--- config.mk ---
export PLATFORM = sky130hd
export DESIGN_NAME = alu_exec_ctrl
export DESIGN_NICKNAME = d
export VERILOG_FILES = /design/src/rtl/alu_exec_ctrl_pkg.sv /design/src/rtl/alu_ctrl_regfile.sv /design/src/rtl/alu_exec_ctrl.sv
export SDC_FILE = /design/constraint.sdc
export NUM_CORES = 1
export LEC_CHECK = 0
export CORE_AREA = 2 2 173 175
export CTS_BUF_LIST = sky130_fd_sc_hd__clkbuf_16
export DETAILED_ROUTE_END_ITERATION = 8
export DIE_AREA = 0 0 175 177
export PLACE_DENSITY_LB_ADDON = 0.15
export SETUP_SLACK_MARGIN = 0.02
export SYNTH_ARGS = -nofsm -noshare
export SYNTH_HDL_FRONTEND = slang
export SYNTH_SLANG_ARGS = --single-unit
--- constraint.sdc ---
create_clock -name clk -period 4.65 [get_ports clk]
set_clock_uncertainty 0.1 [all_clocks]
set_input_delay 1.1625 -clock clk [delete_from_list [all_inputs] [get_ports clk]]
set_output_delay 1.1625 -clock clk [all_outputs]
set_load 0.005 [all_outputs]
--- src/rtl/alu_exec_ctrl_pkg.sv ---
// Shared definitions for the ALU issue/writeback controller: datapath default,
// ALU opcode encodings and the controller state type.
package alu_exec_ctrl_pkg;

  localparam int DATA_W_DEF = 32;

  localparam logic [1:0] OP_ADD = 2'b00;
  localparam logic [1:0] OP_SUB = 2'b01;
  localparam logic [1:0] OP_AND = 2'b10;
  localparam logic [1:0] OP_XOR = 2'b11;

  typedef enum logic [1:0] {
    ST_IDLE = 2'b00,
    ST_EXEC = 2'b01,
    ST_WB   = 2'b10
  } state_e;

endpackage

--- src/rtl/alu_ctrl_regfile.sv ---
// Register file for the ALU controller: two operand read ports, a debug read
// port and one synchronous write port; r0 always reads as zero.
module alu_ctrl_regfile
  import alu_exec_ctrl_pkg::*;
#(
  parameter int DATA_W = DATA_W_DEF,
  parameter int REG_AW = 3
) (
  input  logic              clk,
  input  logic              rst_n,
  input  logic              we,
  input  logic [REG_AW-1:0] waddr,
  input  logic [DATA_W-1:0] wdata,
  input  logic [REG_AW-1:0] raddr_a,
  output logic [DATA_W-1:0] rdata_a,
  input  logic [REG_AW-1:0] raddr_b,
  output logic [DATA_W-1:0] rdata_b,
  input  logic [REG_AW-1:0] dbg_addr,
  output logic [DATA_W-1:0] dbg_data
);

  localparam int DEPTH = 2 ** REG_AW;

  logic [DATA_W-1:0] mem_r [0:DEPTH-1];

  // Storage: cleared on reset, writes to r0 are dropped so it stays zero.
  always_ff @(posedge clk or negedge rst_n) begin
    if (!rst_n) begin
      for (int i = 0; i < DEPTH; i++) begin
        mem_r[i] <= {DATA_W{1'b0}};
      end
    end else if (we && (waddr != {REG_AW{1'b0}})) begin
      mem_r[waddr] <= wdata;
    end
  end

  assign rdata_a  = (raddr_a  == {REG_AW{1'b0}}) ? {DATA_W{1'b0}} : mem_r[raddr_a];
  assign rdata_b  = (raddr_b  == {REG_AW{1'b0}}) ? {DATA_W{1'b0}} : mem_r[raddr_b];
  assign dbg_data = (dbg_addr == {REG_AW{1'b0}}) ? {DATA_W{1'b0}} : mem_r[dbg_addr];

endmodule

--- src/rtl/alu_exec_ctrl.sv ---
// Issue/writeback controller for the 2-bit-op ALU: accepts one instruction,
// drives the ALU for one cycle, then writes the registered result back.
module alu_exec_ctrl
  import alu_exec_ctrl_pkg::*;
#(
  parameter int DATA_W = DATA_W_DEF,
  parameter int REG_AW = 3,
  parameter int IMM_W  = 16,
  parameter int CNT_W  = 16
) (
  input  logic              clk,
  input  logic              rst_n,
  input  logic              instr_valid,
  output logic              instr_ready,
  input  logic [1:0]        instr_op,
  input  logic [REG_AW-1:0] instr_rd,
  input  logic [REG_AW-1:0] instr_rs1,
  input  logic [REG_AW-1:0] instr_rs2,
  input  logic              instr_imm_en,
  input  logic [IMM_W-1:0]  instr_imm,
  output logic              alu_ena,
  output logic [1:0]        alu_op,
  output logic [DATA_W-1:0] alu_x,
  output logic [DATA_W-1:0] alu_y,
  input  logic [DATA_W-1:0] alu_out,
  output logic              res_valid,
  output logic [REG_AW-1:0] res_rd,
  output logic [DATA_W-1:0] res_data,
  output logic [CNT_W-1:0]  retired_cnt,
  input  logic [REG_AW-1:0] dbg_addr,
  output logic [DATA_W-1:0] dbg_data
);

  state_e              state_r, state_nxt_s;
  logic [1:0]          op_r;
  logic [REG_AW-1:0]   rd_r, rs1_r, rs2_r;
  logic                imm_en_r;
  logic [IMM_W-1:0]    imm_r;
  logic                res_valid_r;
  logic [REG_AW-1:0]   res_rd_r;
  logic [DATA_W-1:0]   res_data_r;
  logic [CNT_W-1:0]    retired_cnt_r;
  logic [DATA_W-1:0]   rs1_data_s, rs2_data_s;
  logic                instr_fire_s, wb_s;
  logic                instr_ready_s, alu_ena_s;
  logic [1:0]          alu_op_s;
  logic [DATA_W-1:0]   alu_x_s, alu_y_s;

  function automatic logic [DATA_W-1:0] sext(input logic [IMM_W-1:0] imm);
    return {{(DATA_W-IMM_W){imm[IMM_W-1]}}, imm};
  endfunction

  assign instr_fire_s = (state_r == ST_IDLE) && instr_valid;
  assign wb_s         = (state_r == ST_WB);

  alu_ctrl_regfile #(
    .DATA_W (DATA_W),
    .REG_AW (REG_AW)
  ) u_regfile (
    .clk      (clk),
    .rst_n    (rst_n),
    .we       (wb_s),
    .waddr    (rd_r),
    .wdata    (alu_out),
    .raddr_a  (rs1_r),
    .rdata_a  (rs1_data_s),
    .raddr_b  (rs2_r),
    .rdata_b  (rs2_data_s),
    .dbg_addr (dbg_addr),
    .dbg_data (dbg_data)
  );

  // State register.
  always_ff @(posedge clk or negedge rst_n) begin
    if (!rst_n) begin
      state_r <= ST_IDLE;
    end else begin
      state_r <= state_nxt_s;
    end
  end

  // Next-state and ALU drive decode; ALU operands are held at zero outside EXEC.
  always_comb begin
    state_nxt_s   = state_r;
    instr_ready_s = 1'b0;
    alu_ena_s     = 1'b0;
    alu_op_s      = 2'b00;
    alu_x_s       = {DATA_W{1'b0}};
    alu_y_s       = {DATA_W{1'b0}};
    case (state_r)
      ST_IDLE: begin
        instr_ready_s = 1'b1;
        if (instr_valid) begin
          state_nxt_s = ST_EXEC;
        end else begin
          state_nxt_s = ST_IDLE;
        end
      end
      ST_EXEC: begin
        alu_ena_s   = 1'b1;
        alu_op_s    = op_r;
        alu_x_s     = rs1_data_s;
        alu_y_s     = imm_en_r ? sext(imm_r) : rs2_data_s;
        state_nxt_s = ST_WB;
      end
      ST_WB: begin
        state_nxt_s = ST_IDLE;
      end
      default: begin
        state_nxt_s = ST_IDLE;
      end
    endcase
  end

  // Instruction fields captured at the handshake.
  always_ff @(posedge clk or negedge rst_n) begin
    if (!rst_n) begin
      op_r     <= 2'b00;
      rd_r     <= {REG_AW{1'b0}};
      rs1_r    <= {REG_AW{1'b0}};
      rs2_r    <= {REG_AW{1'b0}};
      imm_en_r <= 1'b0;
      imm_r    <= {IMM_W{1'b0}};
    end else if (instr_fire_s) begin
      op_r     <= instr_op;
      rd_r     <= instr_rd;
      rs1_r    <= instr_rs1;
      rs2_r    <= instr_rs2;
      imm_en_r <= instr_imm_en;
      imm_r    <= instr_imm;
    end
  end

  // Retirement: one-cycle strobe, held result and wrapping counter.
  always_ff @(posedge clk or negedge rst_n) begin
    if (!rst_n) begin
      res_valid_r   <= 1'b0;
      res_rd_r      <= {REG_AW{1'b0}};
      res_data_r    <= {DATA_W{1'b0}};
      retired_cnt_r <= {CNT_W{1'b0}};
    end else begin
      res_valid_r <= wb_s;
      if (wb_s) begin
        res_rd_r      <= rd_r;
        res_data_r    <= alu_out;
        retired_cnt_r <= retired_cnt_r + {{(CNT_W-1){1'b0}}, 1'b1};
      end
    end
  end

  assign instr_ready = instr_ready_s;
  assign alu_ena     = alu_ena_s;
  assign alu_op      = alu_op_s;
  assign alu_x       = alu_x_s;
  assign alu_y       = alu_y_s;
  assign res_valid   = res_valid_r;
  assign res_rd      = res_rd_r;
  assign res_data    = res_data_r;
  assign retired_cnt = retired_cnt_r;

endmodule

==> impl_summary.log, run 1 <==
[metrics] result of the run: completed
[metrics] number of warnings issued by yosys: 0
[metrics] ys async rst share: 100.0%
[metrics] DR pass1 iterations: 5
[metrics] number of antenna diodes: 0
[metrics] Post-synth top flop: dfrtp_1
[metrics] area taken by multi-input logic gates: 9082 um^2
[metrics] Critical Path Source Type: input port
[metrics] Crit-path slowest cell: nor2b_4
[metrics] area of the die: 30980 um^2
[metrics] initial standard-cell utilization of the core: 59.61%
[metrics] unrepaired setup endpoints after global routing: false
[metrics] clock tree from TritonCTS: done
[metrics] register area share after synthesis: 44.50%
[metrics] cell-by-cell listing of the critical path: buf_4 -> nor2b_4 -> a221oi_1 -> nor2_1 -> clkdlybuf4s50_1
[metrics] Crit path required time: 3.39 ns
[metrics] area delta synth->final: 21.53%
[metrics] final number of setup-violating endpoints: 0
[metrics] total detailed-routing wirelength: 51940 um
[metrics] cell types with the largest area share after synthesis: dfrtp_1 (45%), mux2_2 (20%), mux4_2 (9.9%), a221oi_1 (3.7%), nand2_1 (3.0%)
[metrics] Crit path arrival time: 3.22 ns
[metrics] DRC violation total after the first TritonRoute iteration: 1337
[metrics] number of library cell types mapped by synthesis: 44
[metrics] global route total overflow: 0
[metrics] antenna violations before repair: 0
[metrics] Worst Max-Slew Pin Slew: 1.299 ns
[metrics] endpoint class of the critical path: output port
[metrics] number of hold buffers added after CTS: 0
[metrics] largest net degree at the start of global routing: 90
[metrics] HPWL reported at the end of detailed placement: 32020 um
[metrics] class of the worst hold path: flip-flop to flip-flop
[metrics] core outline area: 29240 um^2
[metrics] Chip Height: 177 um
[metrics] worst relative slew slack: 13.12%
[metrics] post-synth top area share: 44.50%
[metrics] Final WS setup: 0.1648 ns
[metrics] placement-stage cell area: 20010 um^2
[metrics] total global routing track utilization: 33.86%
[metrics] Leak: 0.008949 uW
[metrics] share of post-route cells with drive strength above 1: 33.97%
[metrics] number of nets still failing antenna checks after routing: 0
[metrics] highest ir drop seen on vdd: 0.3882 mV
[metrics] count of input and output buffers: 217
[metrics] clock sinks: 310
[metrics] nets@finish: 1668
[metrics] number of global-route vias before repair: 13550
[metrics] GP Congestion: 0.8932
[metrics] number of synthesized flops with an enable pin: 0
[metrics] root buffer cell: clkbuf_16
[metrics] post-CTS setup buffers: 0
[metrics] CTS-repair resized insts: 0
[metrics] routed length per placed instance: 25.74 um
[metrics] Seq cells post-synth: 310
[metrics] final total power: 13080 uW
[metrics] worst setup timing slack at the placement stage: 0.2274 ns
[metrics] largest area contributor in the synthesized netlist: dfrtp_1
[metrics] Max Cap Viol: 0
[metrics] final standard cell area without fillers: 21190 um^2
[metrics] fmax: 0.2230 GHz
[metrics] num ports: 218
[metrics] post-synthesis area per instance: 12.22 um^2
[metrics] Synth Cell Area: 17430 um^2
[metrics] areal power density over the cells: 617.6 nW/um^2
[metrics] die width: 175 um
[metrics] Top delay family on crit path: simple AND/OR/NAND/NOR gates
[metrics] post-synthesis instance total: 1427
[metrics] later-pin clock latency in the skew report: 0.53 ns
[metrics] Final Hold Vio Count: 0
[metrics] total via count after detailed routing: 13310
[metrics] register area: 7771 um^2
[metrics] highest net fanout along the worst path: 27
[metrics] clock period minus final worst setup slack: 4.485 ns
[metrics] Avg Vias per Cell: 6.598
[metrics] post-synthesis net count: 1494
[metrics] global-route wire length before repair: 80250 um
[metrics] number of pins with negative max-slew slack in the final report: 0
[metrics] Residual DRC: 0
[metrics] highest cell delay on the worst timing path: 0.83 ns
[metrics] maximum number of buffers from clock root to sink: 3
[metrics] FP Rows: 63
[metrics] total of fill cells in the finished design: 1999
[metrics] final-layout setup total negative slack: 0 ns
[metrics] H-Tree Depth: 2
[metrics] worst path bufs/invs: 2
[metrics] clock slew seen by the registers of the worst setup and hold paths: 0.06 ns
[metrics] Num CTS Buffers: 35
[metrics] final worst path period share: 96.46%
[metrics] Critical Setup Path Class: input port to output port
## through the flow
step | std cells | hold WS, ns | utilization, %
3_3_place_gp | 1954 | 0.2610 | 68.44
2_1_floorplan | 1427 | 0.3246 | -
3_5_place_dp | 1954 | 0.2635 | 68.44
6_report | 2018 | 0.2800 | 72.44
5_1_grt | 2018 | 0.2853 | 72.44
4_1_cts | 2018 | 0.2764 | 72.44
## final timing paths
kind                            slack (ns)                 start  depth (start not counted)                    to
worst max-delay path                  0.16           dbg_addr[0]                          5           dbg_data[3]
worst min-delay path                  0.28  u_regfile.mem_r[238]                          0  u_regfile.mem_r[238]
worst max register to register        1.54            state_r[0]                          5  u_regfile.mem_r[175]
worst min register to register        0.28  u_regfile.mem_r[238]                          0  u_regfile.mem_r[238]
max in group asynchronous             2.90                 rst_n                          2   u_regfile.mem_r[61]
min in group asynchronous             0.58                 rst_n                          1  u_regfile.mem_r[119]
## where the power goes
part	leakage, uW	switching, uW	internal (uW)	total (uW)
Combinational	0.00455	1960	3160	5130
Sequential	0.00381	1270	3860	5130
Clock	0.000585	1140	1690	2830
## layer usage
layer,global-route usage (%),share of wire (%),wire (um),up-vias
met1,45.12,39,20500,6790
met5,0,0,0,-
met3,6.959,8.8,4594,118
met4,11.11,2.8,1442,0
li1,-,-,-,5660
met2,55.98,49,25400,746
## sequential cells by signal, indices dropped and copies added (netlist names), 2 cells and up
| name | flops |
|---|---|
| u_regfile.mem_r | 228 |
| res_data | 32 |
| imm_r | 16 |
| retired_cnt | 16 |
| rd_r | 3 |
| res_rd | 3 |
| rs1_r | 3 |
| rs2_r | 3 |
| op_r | 2 |
| state_r | 2 |
## placed cells by master (no fill, tap or decap), types with 6 or more instances in the layout
| master | instances |
|---|---|
| buf_4 | 43 |
| nand3_1 | 6 |
| clkinv_1 | 11 |
| nand2_1 | 140 |
| a221oi_1 | 73 |
| a2111oi_0 | 10 |
| mux4_2 | 77 |
| xnor2_1 | 14 |
| o21ai_0 | 20 |
| clkdlybuf4s50_1 | 213 |
| nor2_1 | 79 |
| nor3_1 | 31 |
| a22oi_1 | 19 |
| nor2b_1 | 37 |
| dfrtp_1 | 305 |
| buf_12 | 7 |
| mux2_2 | 315 |
| a21oi_1 | 31 |
| inv_1 | 15 |
| mux2_4 | 30 |
| clkbuf_16 | 36 |
| mux2i_1 | 34 |
| clkinv_2 | 7 |
| o22a_1 | 13 |
## cell usage after synthesis (5+ instances only)
master / count
a2111oi_0: 10
a21oi_1: 31
a221oi_1: 73
a22oi_1: 19
buf_1: 11
buf_2: 52
clkbuf_1: 57
dfrtp_1: 310
inv_1: 12
mux2_2: 315
mux2_4: 30
mux2i_1: 34
mux4_2: 77
nand2_1: 140
nand3_1: 6
nor2_1: 80
nor2b_1: 40
nor3_1: 32
o21ai_0: 20
o221a_2: 5
o221ai_1: 5
o22a_1: 13
xnor2_1: 14
## cells by family after synthesis
logic type	synth area share [%]
multiplexers	34.83
AND/OR/NAND/NOR	8.305
flip-flops	44.50
AO/OA/AOI/OAI	7.816
buffers and inverters	3.718
XOR/XNOR	0.7537
adder cells (fa/ha/maj)	0.07177
## final cells by class
cell class | instances | area share, %
multi-input combinational | 974 | 42.87
inverter | 15 | 0.2717
clock buffer | 36 | 4.252
sequential | 310 | 36.68
tap | 390 | 2.303
clock inverter | 28 | 1.276
timing repair buffer | 265 | 12.34
(Power assumes the default switching activity.)
==> run 2: changes to the inputs <==
Settings changed: CORE_AREA 2 2 173 175 to 2 2 167 169, DIE_AREA 0 0 175 177 to 0 0 169 171, DONT_BUFFER_PORTS set to 1.
==> run 2 against run 1 <==
Compared with the run above:
- power is 8.1% lower
- maximum frequency grew 3.5%
- utilization shrank 3.8 points
- highest routed layer unchanged
- largest power group unchanged
- global-route usage increased by 0.79 points
==> impl_summary.log, run 2 (same netlist as run 1, synthesis figures left out) <==
[metrics] result of the run: completed
[metrics] count of input and output buffers: 0 (-100%)
[metrics] flip-flop count of the largest register after layout: 228 (unchanged)
[metrics] Crit path depth: 5 (unchanged)
[metrics] endpoint class of the critical path: output port
[metrics] DR pass1 iterations: 7 (+2)
[metrics] clock tree from TritonCTS: done
[metrics] Final Hold Vio Count: 0 (unchanged)
[metrics] area delta synth->final: 7.601%
[metrics] Avg Vias per Cell: 7.049 (+6.8%)
[metrics] antenna violations before repair: 2 (+2)
[metrics] core outline area: 27320 um^2 (-6.6%)
[metrics] worst relative slew slack: 22.65% (+9.5 points)
[metrics] top library cells by usage in the layout, fill and taps aside: mux2_2 (315), dfrtp_1 (305), nand2_1 (140)
[metrics] fmax: 0.2307 GHz (+3.5%)
[metrics] HPWL reported at the end of detailed placement: 29380 um (-8.2%)
[metrics] reported net switching power: 4080 uW (-6.6%)
[metrics] global route total overflow: 0 (unchanged)
[metrics] final-layout setup total negative slack: 0 ns (unchanged)
[metrics] number of global-route vias before repair: 12650 (-6.7%)
[metrics] maximum number of buffers from clock root to sink: 3 (unchanged)
[metrics] Critical Setup Path Class: flip-flop to output port
[metrics] worst path bufs/invs: 2 (unchanged)
[metrics] power share of the combinational group: 34.5% (-4.7 points)
[metrics] GRT Max-Usage Layer: met2
[metrics] global-route met2 utilization: 56.06% (+0.080 points)
[metrics] final total power: 12020 uW (-8.1%)
[metrics] Crit path required time: 3.39 ns (about the same)
[metrics] Leak: 0.008045 uW (-10%)
[metrics] part of the total power dissipated in sequential elements: 43.5% (+4.3 points)
[metrics] root buffer cell: clkbuf_16
[metrics] later-pin clock latency in the skew report: 0.51 ns (-0.02 ns)
[metrics] die width: 169 um (-3.4%)
[metrics] clock period minus final worst setup slack: 4.335 ns (-0.1506 ns)
[metrics] clock slew seen by the registers of the worst setup and hold paths: 0.06 ns (about the same)
[metrics] highest net fanout along the worst path: 33 (+22%)
[metrics] area of the die: 28900 um^2 (-6.7%)
[metrics] top register by number of flip-flops: u_regfile.mem_r
[metrics] Critical Path Source Type: flip-flop
[metrics] total of fill cells in the finished design: 1992 (-0.35%)
[metrics] post-CTS setup buffers: 0 (unchanged)
[metrics] num ports: 218 (unchanged)
[metrics] Top delay family on crit path: buffers and inverters
[metrics] largest net degree at the start of global routing: 311 (+250%)
[metrics] CTS-repair resized insts: 0 (unchanged)
[metrics] cell-by-cell listing of the critical path: buf_4 -> mux4_2 -> nor2_1 -> a2111oi_0 -> buf_4
[metrics] area taken by multi-input logic gates: 9082 um^2 (unchanged)
[metrics] GR Util met1: 47.26% (+2.1 points)
[metrics] number of nets still failing antenna checks after routing: 0 (unchanged)
[metrics] unrepaired setup endpoints after global routing: false
[metrics] clock sinks: 310 (unchanged)
[metrics] Critical Path Most Common Cell: buf_4
[metrics] number of hold buffers added after CTS: 0 (unchanged)
[metrics] Max Cap Viol: 0 (unchanged)
[metrics] final worst path period share: 93.22% (-3.2 points)
[metrics] global-route wire length before repair: 76410 um (-4.8%)
[metrics] Chip Height: 171 um (-3.4%)
[metrics] areal power density over the cells: 641.1 nW/um^2 (+3.8%)
[metrics] Num CTS Buffers: 35 (unchanged)
[metrics] DRC violation total after the first TritonRoute iteration: 1315 (-1.6%)
[metrics] Cell Count Post-Placement: 1685 (-14%)
[metrics] placement-stage cell area: 17670 um^2 (-12%)
[metrics] total via count after detailed routing: 12310 (-7.6%)
[metrics] leading cell type in the layout, fill and taps excluded: mux2_2
[metrics] Crit path arrival time: 3.07 ns (-0.15 ns)
[metrics] Power Internal: 7944 uW (-8.9%)
[metrics] tightest hold margin: 0.2369 ns (-0.04312 ns)
[metrics] number of pins with negative max-slew slack in the final report: 0 (unchanged)
[metrics] total detailed-routing wirelength: 49370 um (-5.0%)
[metrics] nets@finish: 1443 (-13%)
[metrics] global-route track usage on met3: 7.055% (+0.097 points)
[metrics] routed length per placed instance: 28.27 um (+9.9%)
[metrics] final standard cell area without fillers: 18760 um^2 (-11%)
[metrics] Crit-path slowest cell: dfrtp_2
[metrics] share of post-route cells with drive strength above 1: 38.63% (+4.7 points)
[metrics] clock share of power: 22.0% (+0.4 points)
[metrics] class of the worst hold path: input port to async pin
[metrics] initial standard-cell utilization of the core: 63.80% (+4.2 points)
[metrics] Worst Max-Slew Pin Slew: 1.160 ns (-0.1390 ns)
[metrics] total global routing track utilization: 34.65% (+0.79 points)
[metrics] GP Congestion: 0.8361 (-6.4%)
[metrics] switching share of total power: 33.93% (+0.55 points)
[metrics] path depth of the worst reg2reg path: 5 (unchanged)
[metrics] highest ir drop seen on vdd: 0.3976 mV (+2.4%)
[metrics] FP Rows: 61 (-3.2%)
[metrics] register area: 7771 um^2 (unchanged)
[metrics] H-Tree Depth: 2 (unchanged)
[metrics] final number of setup-violating endpoints: 0 (unchanged)
[metrics] Residual DRC: 0 (unchanged)
[metrics] highest cell delay on the worst timing path: 0.72 ns (-0.11 ns)
[metrics] post-route insts no fill: 1746 (-13%)
run 2: cell types whose count changed in the layout (fill, tap and decap cells not counted), moves of 2 or more:
cell | previous run | this run
buf_4 | 43 | 38
clkdlybuf4s50_1 | 213 | 0
diode_2 | 0 | 2
clkinv_1 | 11 | 4
inv_1 | 15 | 18
buf_12 | 7 | 2
bufinv_16 | 5 | 2
clkinv_2 | 7 | 9
clkinvlp_4 | 1 | 3
run 2: routing by layer:
metal / vias up / part of all wire [%]
met5: - / 0
met4: 0 / 2.8
met3: 108 / 8.9
met2: 679 / 48
met1: 6312 / 41
li1: 5208 / -
run 2: through the flow:
step | util [%] | setup WS [ns]
finish | 68.65 | 0.3154
floorplan | - | 1.066
global placement | 64.67 | 0.9570
global route | 68.65 | 0.2934
CTS | 68.63 | 0.3905
detailed placement | 64.67 | 0.9606
run 2: layout make-up:
| type | count | share of cell area, % |
|---|---|---|
| clock inverters | 22 | 0.8338 |
| diodes | 2 | 0.02668 |
| clock buffers | 37 | 4.936 |
| multi-input cells | 974 | 48.42 |
| repair buffers | 40 | 1.734 |
| inverters | 15 | 0.3069 |
| flip-flops and latches | 310 | 41.43 |
| well taps | 346 | 2.308 |
run 2: worst register-to-register path: cells and delay by family, from the launching register on:
kind	cells	cell delay, ns
buffers and inverters	1	0.50
multiplexers	1	0.31
AND/OR/NAND/NOR	3	1.53
flip-flops	1	0.40
run 2: final timing paths:
path / startpoint / slack, ns / to
max reg2reg: state_r[0] / 1.70 / u_regfile.mem_r[177]
min: rst_n / 0.24 / retired_cnt[10]
min reg2reg: u_regfile.mem_r[249] / 0.27 / u_regfile.mem_r[249]
max: rs2_r[2] / 0.32 / alu_y[1]
min in group clk: u_regfile.mem_r[249] / 0.27 / u_regfile.mem_r[249]
max in group asynchronous: rst_n / 3.48 / rs1_r[0]
run 2: power groups by stage:
| stage | clock, uW | combinational [uW] | sequential (uW) |
|---|---|---|---|
| 2_1_floorplan | 0 | 3600 | 4620 |
| 3_3_place_gp | 0 | 3990 | 5140 |
| 3_5_place_dp | 0 | 4110 | 5190 |
| 4_1_cts | 2690 | 4130 | 5160 |
| 5_1_grt | 2800 | 4470 | 5380 |
| 6_report | 2650 | 4140 | 5230 |
==> run 3: changes to the inputs <==
Settings changed: CORE_AREA 2 2 167 169 to 8 8 173 175, DIE_AREA 0 0 169 171 to 0 0 181 183.
==> run 3 against run 2 <==
Compared with the run above:
- cell count about the same
- largest cell class unchanged
- worst hold slack better by 0.0049 ns
- die area up 15%
- setup slack worse by 0.019 ns
- power down 0.13%
- combinational power up 1%
- routed wire length up 3.8%
- sequential share of layout area up 0.12 points
- non-clock buffer count down 2
==> impl_summary.log, run 3 (same netlist as run 1, synthesis figures left out) <==
[metrics] result of the run: completed
[metrics] number of pins with negative max-slew slack in the final report: 0 (unchanged)
[metrics] Leak: 0.008039 uW (about the same)
[metrics] core outline area: 27320 um^2 (unchanged)
[metrics] areal power density over the cells: 642.1 nW/um^2 (+0.17%)
[metrics] Final Hold Vio Count: 0 (unchanged)
[metrics] clock sinks: 310 (unchanged)
[metrics] clock period minus final worst setup slack: 4.354 ns (+0.01898 ns)
[metrics] share of post-route cells with drive strength above 1: 38.10% (-0.53 points)
[metrics] unrepaired setup endpoints after global routing: false
[metrics] highest cell delay on the worst timing path: 0.67 ns (-0.05 ns)
[metrics] routed length per placed instance: 29.32 um (+3.7%)
[metrics] worst path bufs/invs: 1 (-1)
[metrics] Worst Max-Slew Pin Slew: 1.147 ns (-0.01340 ns)
[metrics] clock slew seen by the registers of the worst setup and hold paths: 0.06 ns (about the same)
[metrics] Crit path required time: 3.39 ns (about the same)
[metrics] class of the worst hold path: input port to async pin
[metrics] Max Cap Viol: 0 (unchanged)
[metrics] DR pass1 iterations: 6 (-1)
[metrics] Chip Height: 183 um (+7.0%)
[metrics] total via count after detailed routing: 12390 (+0.66%)
[metrics] final worst path period share: 93.63% (+0.41 points)
[metrics] num ports: 218 (unchanged)
[metrics] post-CTS setup buffers: 0 (unchanged)
[metrics] part of the total power dissipated in sequential elements: 43.6% (about the same)
[metrics] Critical Path Source Type: flip-flop
[metrics] endpoint class of the critical path: output port
[metrics] Crit path arrival time: 3.09 ns (+0.02 ns)
[metrics] number of nets still failing antenna checks after routing: 0 (unchanged)
[metrics] root buffer cell: clkbuf_16
[metrics] switching share of total power: 34.34% (+0.41 points)
[metrics] FP Rows: 61 (unchanged)
[metrics] reported net switching power: 4124 uW (+1.1%)
[metrics] Top delay family on crit path: compound AO/OA/AOI/OAI gates
[metrics] top register by number of flip-flops: u_regfile.mem_r
[metrics] Num CTS Buffers: 35 (unchanged)
[metrics] Critical Setup Path Class: flip-flop to output port
[metrics] top library cells by usage in the layout, fill and taps aside: mux2_2 (315), dfrtp_1 (305), nand2_1 (140)
[metrics] number of global-route vias before repair: 12780 (+1.1%)
[metrics] crit path from: state_r[1]
[metrics] cell-by-cell listing of the critical path: nand2b_2 -> clkinv_1 -> o21ai_2 -> a21oi_1
[metrics] GP Congestion: 0.8293 (-0.81%)
[metrics] highest ir drop seen on vdd: 0.4000 mV (+0.61%)
[metrics] total global routing track utilization: 30.62% (-4.0 points)
[metrics] placement-stage cell area: 17640 um^2 (-0.16%)
[metrics] die width: 181 um (+7.1%)
[metrics] DRC violation total after the first TritonRoute iteration: 1167 (-11%)
[metrics] H-Tree Depth: 2 (unchanged)
[metrics] initial standard-cell utilization of the core: 63.80% (unchanged)
[metrics] Avg Vias per Cell: 7.091 (+0.60%)
[metrics] worst relative slew slack: 23.31% (+0.66 points)
[metrics] reg-to-reg critical path endpoint: u_regfile.mem_r[99]
[metrics] antenna violations before repair: 2 (unchanged)
[metrics] total of fill cells in the finished design: 2035 (+2.2%)
[metrics] area delta synth->final: 7.285%
[metrics] Power Internal: 7884 uW (-0.75%)
[metrics] final-layout setup total negative slack: 0 ns (unchanged)
[metrics] reg-to-reg setup timing slack: 1.66 ns (-0.04 ns)
[metrics] global-route wire length before repair: 78910 um (+3.3%)
[metrics] global route total overflow: 0 (unchanged)
[metrics] count of input and output buffers: 0 (unchanged)
[metrics] area of the die: 33120 um^2 (+15%)
[metrics] leading cell type in the layout, fill and taps excluded: mux2_2
[metrics] HPWL reported at the end of detailed placement: 31220 um (+6.2%)
[metrics] highest net fanout along the worst path: 23 (-30%)
[metrics] Reg2Reg Launch Point: state_r[0]
[metrics] Residual DRC: 0 (unchanged)
[metrics] clock tree from TritonCTS: done
[metrics] maximum number of buffers from clock root to sink: 3 (unchanged)
[metrics] fmax: 0.2297 GHz (-0.44%)
[metrics] Crit-path slowest cell: clkinv_1
[metrics] clock share of power: 21.5% (-0.5 points)
[metrics] number of hold buffers added after CTS: 0 (unchanged)
[metrics] largest net degree at the start of global routing: 311 (unchanged)
[metrics] CTS-repair resized insts: 0 (unchanged)
[metrics] final standard cell area without fillers: 18700 um^2 (-0.29%)
[metrics] nets@finish: 1441 (-0.14%)
[metrics] total detailed-routing wirelength: 51230 um (+3.8%)
[metrics] power share of the combinational group: 34.9% (+0.4 points)
[metrics] path depth of the worst reg2reg path: 5 (unchanged)
[metrics] final number of setup-violating endpoints: 0 (unchanged)
[metrics] flip-flop count of the largest register after layout: 228 (unchanged)
[metrics] later-pin clock latency in the skew report: 0.52 ns (about the same)
[run 3: changes by cell type in the layout (fill, tap and decap cells not counted)]
| cell | previous run | this run |
|---|---|---|
| clkinv_2 | 9 | 8 |
| inv_1 | 18 | 21 |
| clkinv_1 | 4 | 9 |
| clkinvlp_4 | 3 | 0 |
| bufinv_16 | 2 | 1 |
| buf_4 | 38 | 37 |
| buf_12 | 2 | 1 |
[run 3: cell type report]
type	count	area, um^2	share of cell area, %
multi-input combinational	974	9082	48.56
sequential	310	7771	41.55
clock buffer	37	925.9	4.951
tap	346	432.9	2.315
timing repair buffer	38	297.8	1.592
clock inverter	25	128.9	0.6891
inverter	15	57.56	0.3078
antenna	2	5.005	0.02676
[run 3: power by group through the flow]
stage	sequential, uW	combinational (uW)	clock, uW
floorplan	4620	3600	0
global placement	5150	4040	0
detailed placement	5220	4160	0
CTS	5180	4180	2610
global route	5390	4510	2720
finish	5240	4190	2580
[run 3: metrics by stage]
stage	cells	setup WS [ns]	hold WS [ns]	total power [uW]	utilization (%)
6_report	1747	0.2964	0.2418	12010	68.44
5_1_grt	1747	0.2331	0.2295	12610	68.44
4_1_cts	1745	0.3090	0.2401	11970	68.43
3_5_place_dp	1683	0.8672	0.2645	9378	64.57
3_3_place_gp	1683	0.9256	0.2604	9189	64.57
2_1_floorplan	1427	1.066	0.3246	8225	-
[run 3: worst max-delay path by stage]
stage	endpoint	depth (start not counted)
detailed placement	alu_y[16]	4
global route	alu_y[16]	4
global placement	alu_y[16]	4
floorplan	dbg_data[4]	5
CTS	alu_y[16]	4
finish	alu_y[16]	4
[run 3: worst reg2reg max path, delay by kind of cell (launching register included)]
| kind | cells | cell delay (ns) |
|---|---|---|
| buffers and inverters | 1 | 0.53 |
| flip-flops | 1 | 0.40 |
| multiplexers | 1 | 0.30 |
| AND/OR/NAND/NOR | 3 | 1.54 |
[run 3: metal layers]
layer / vias up / GRT usage [%] / wire [um]
li1: 5189 / - / -
met1: 6433 / 38.91 / 20000
met2: 638 / 49.74 / 24710
met3: 128 / 8.192 / 4659
met4: 0 / 12.36 / 1853
met5: - / 0 / 0
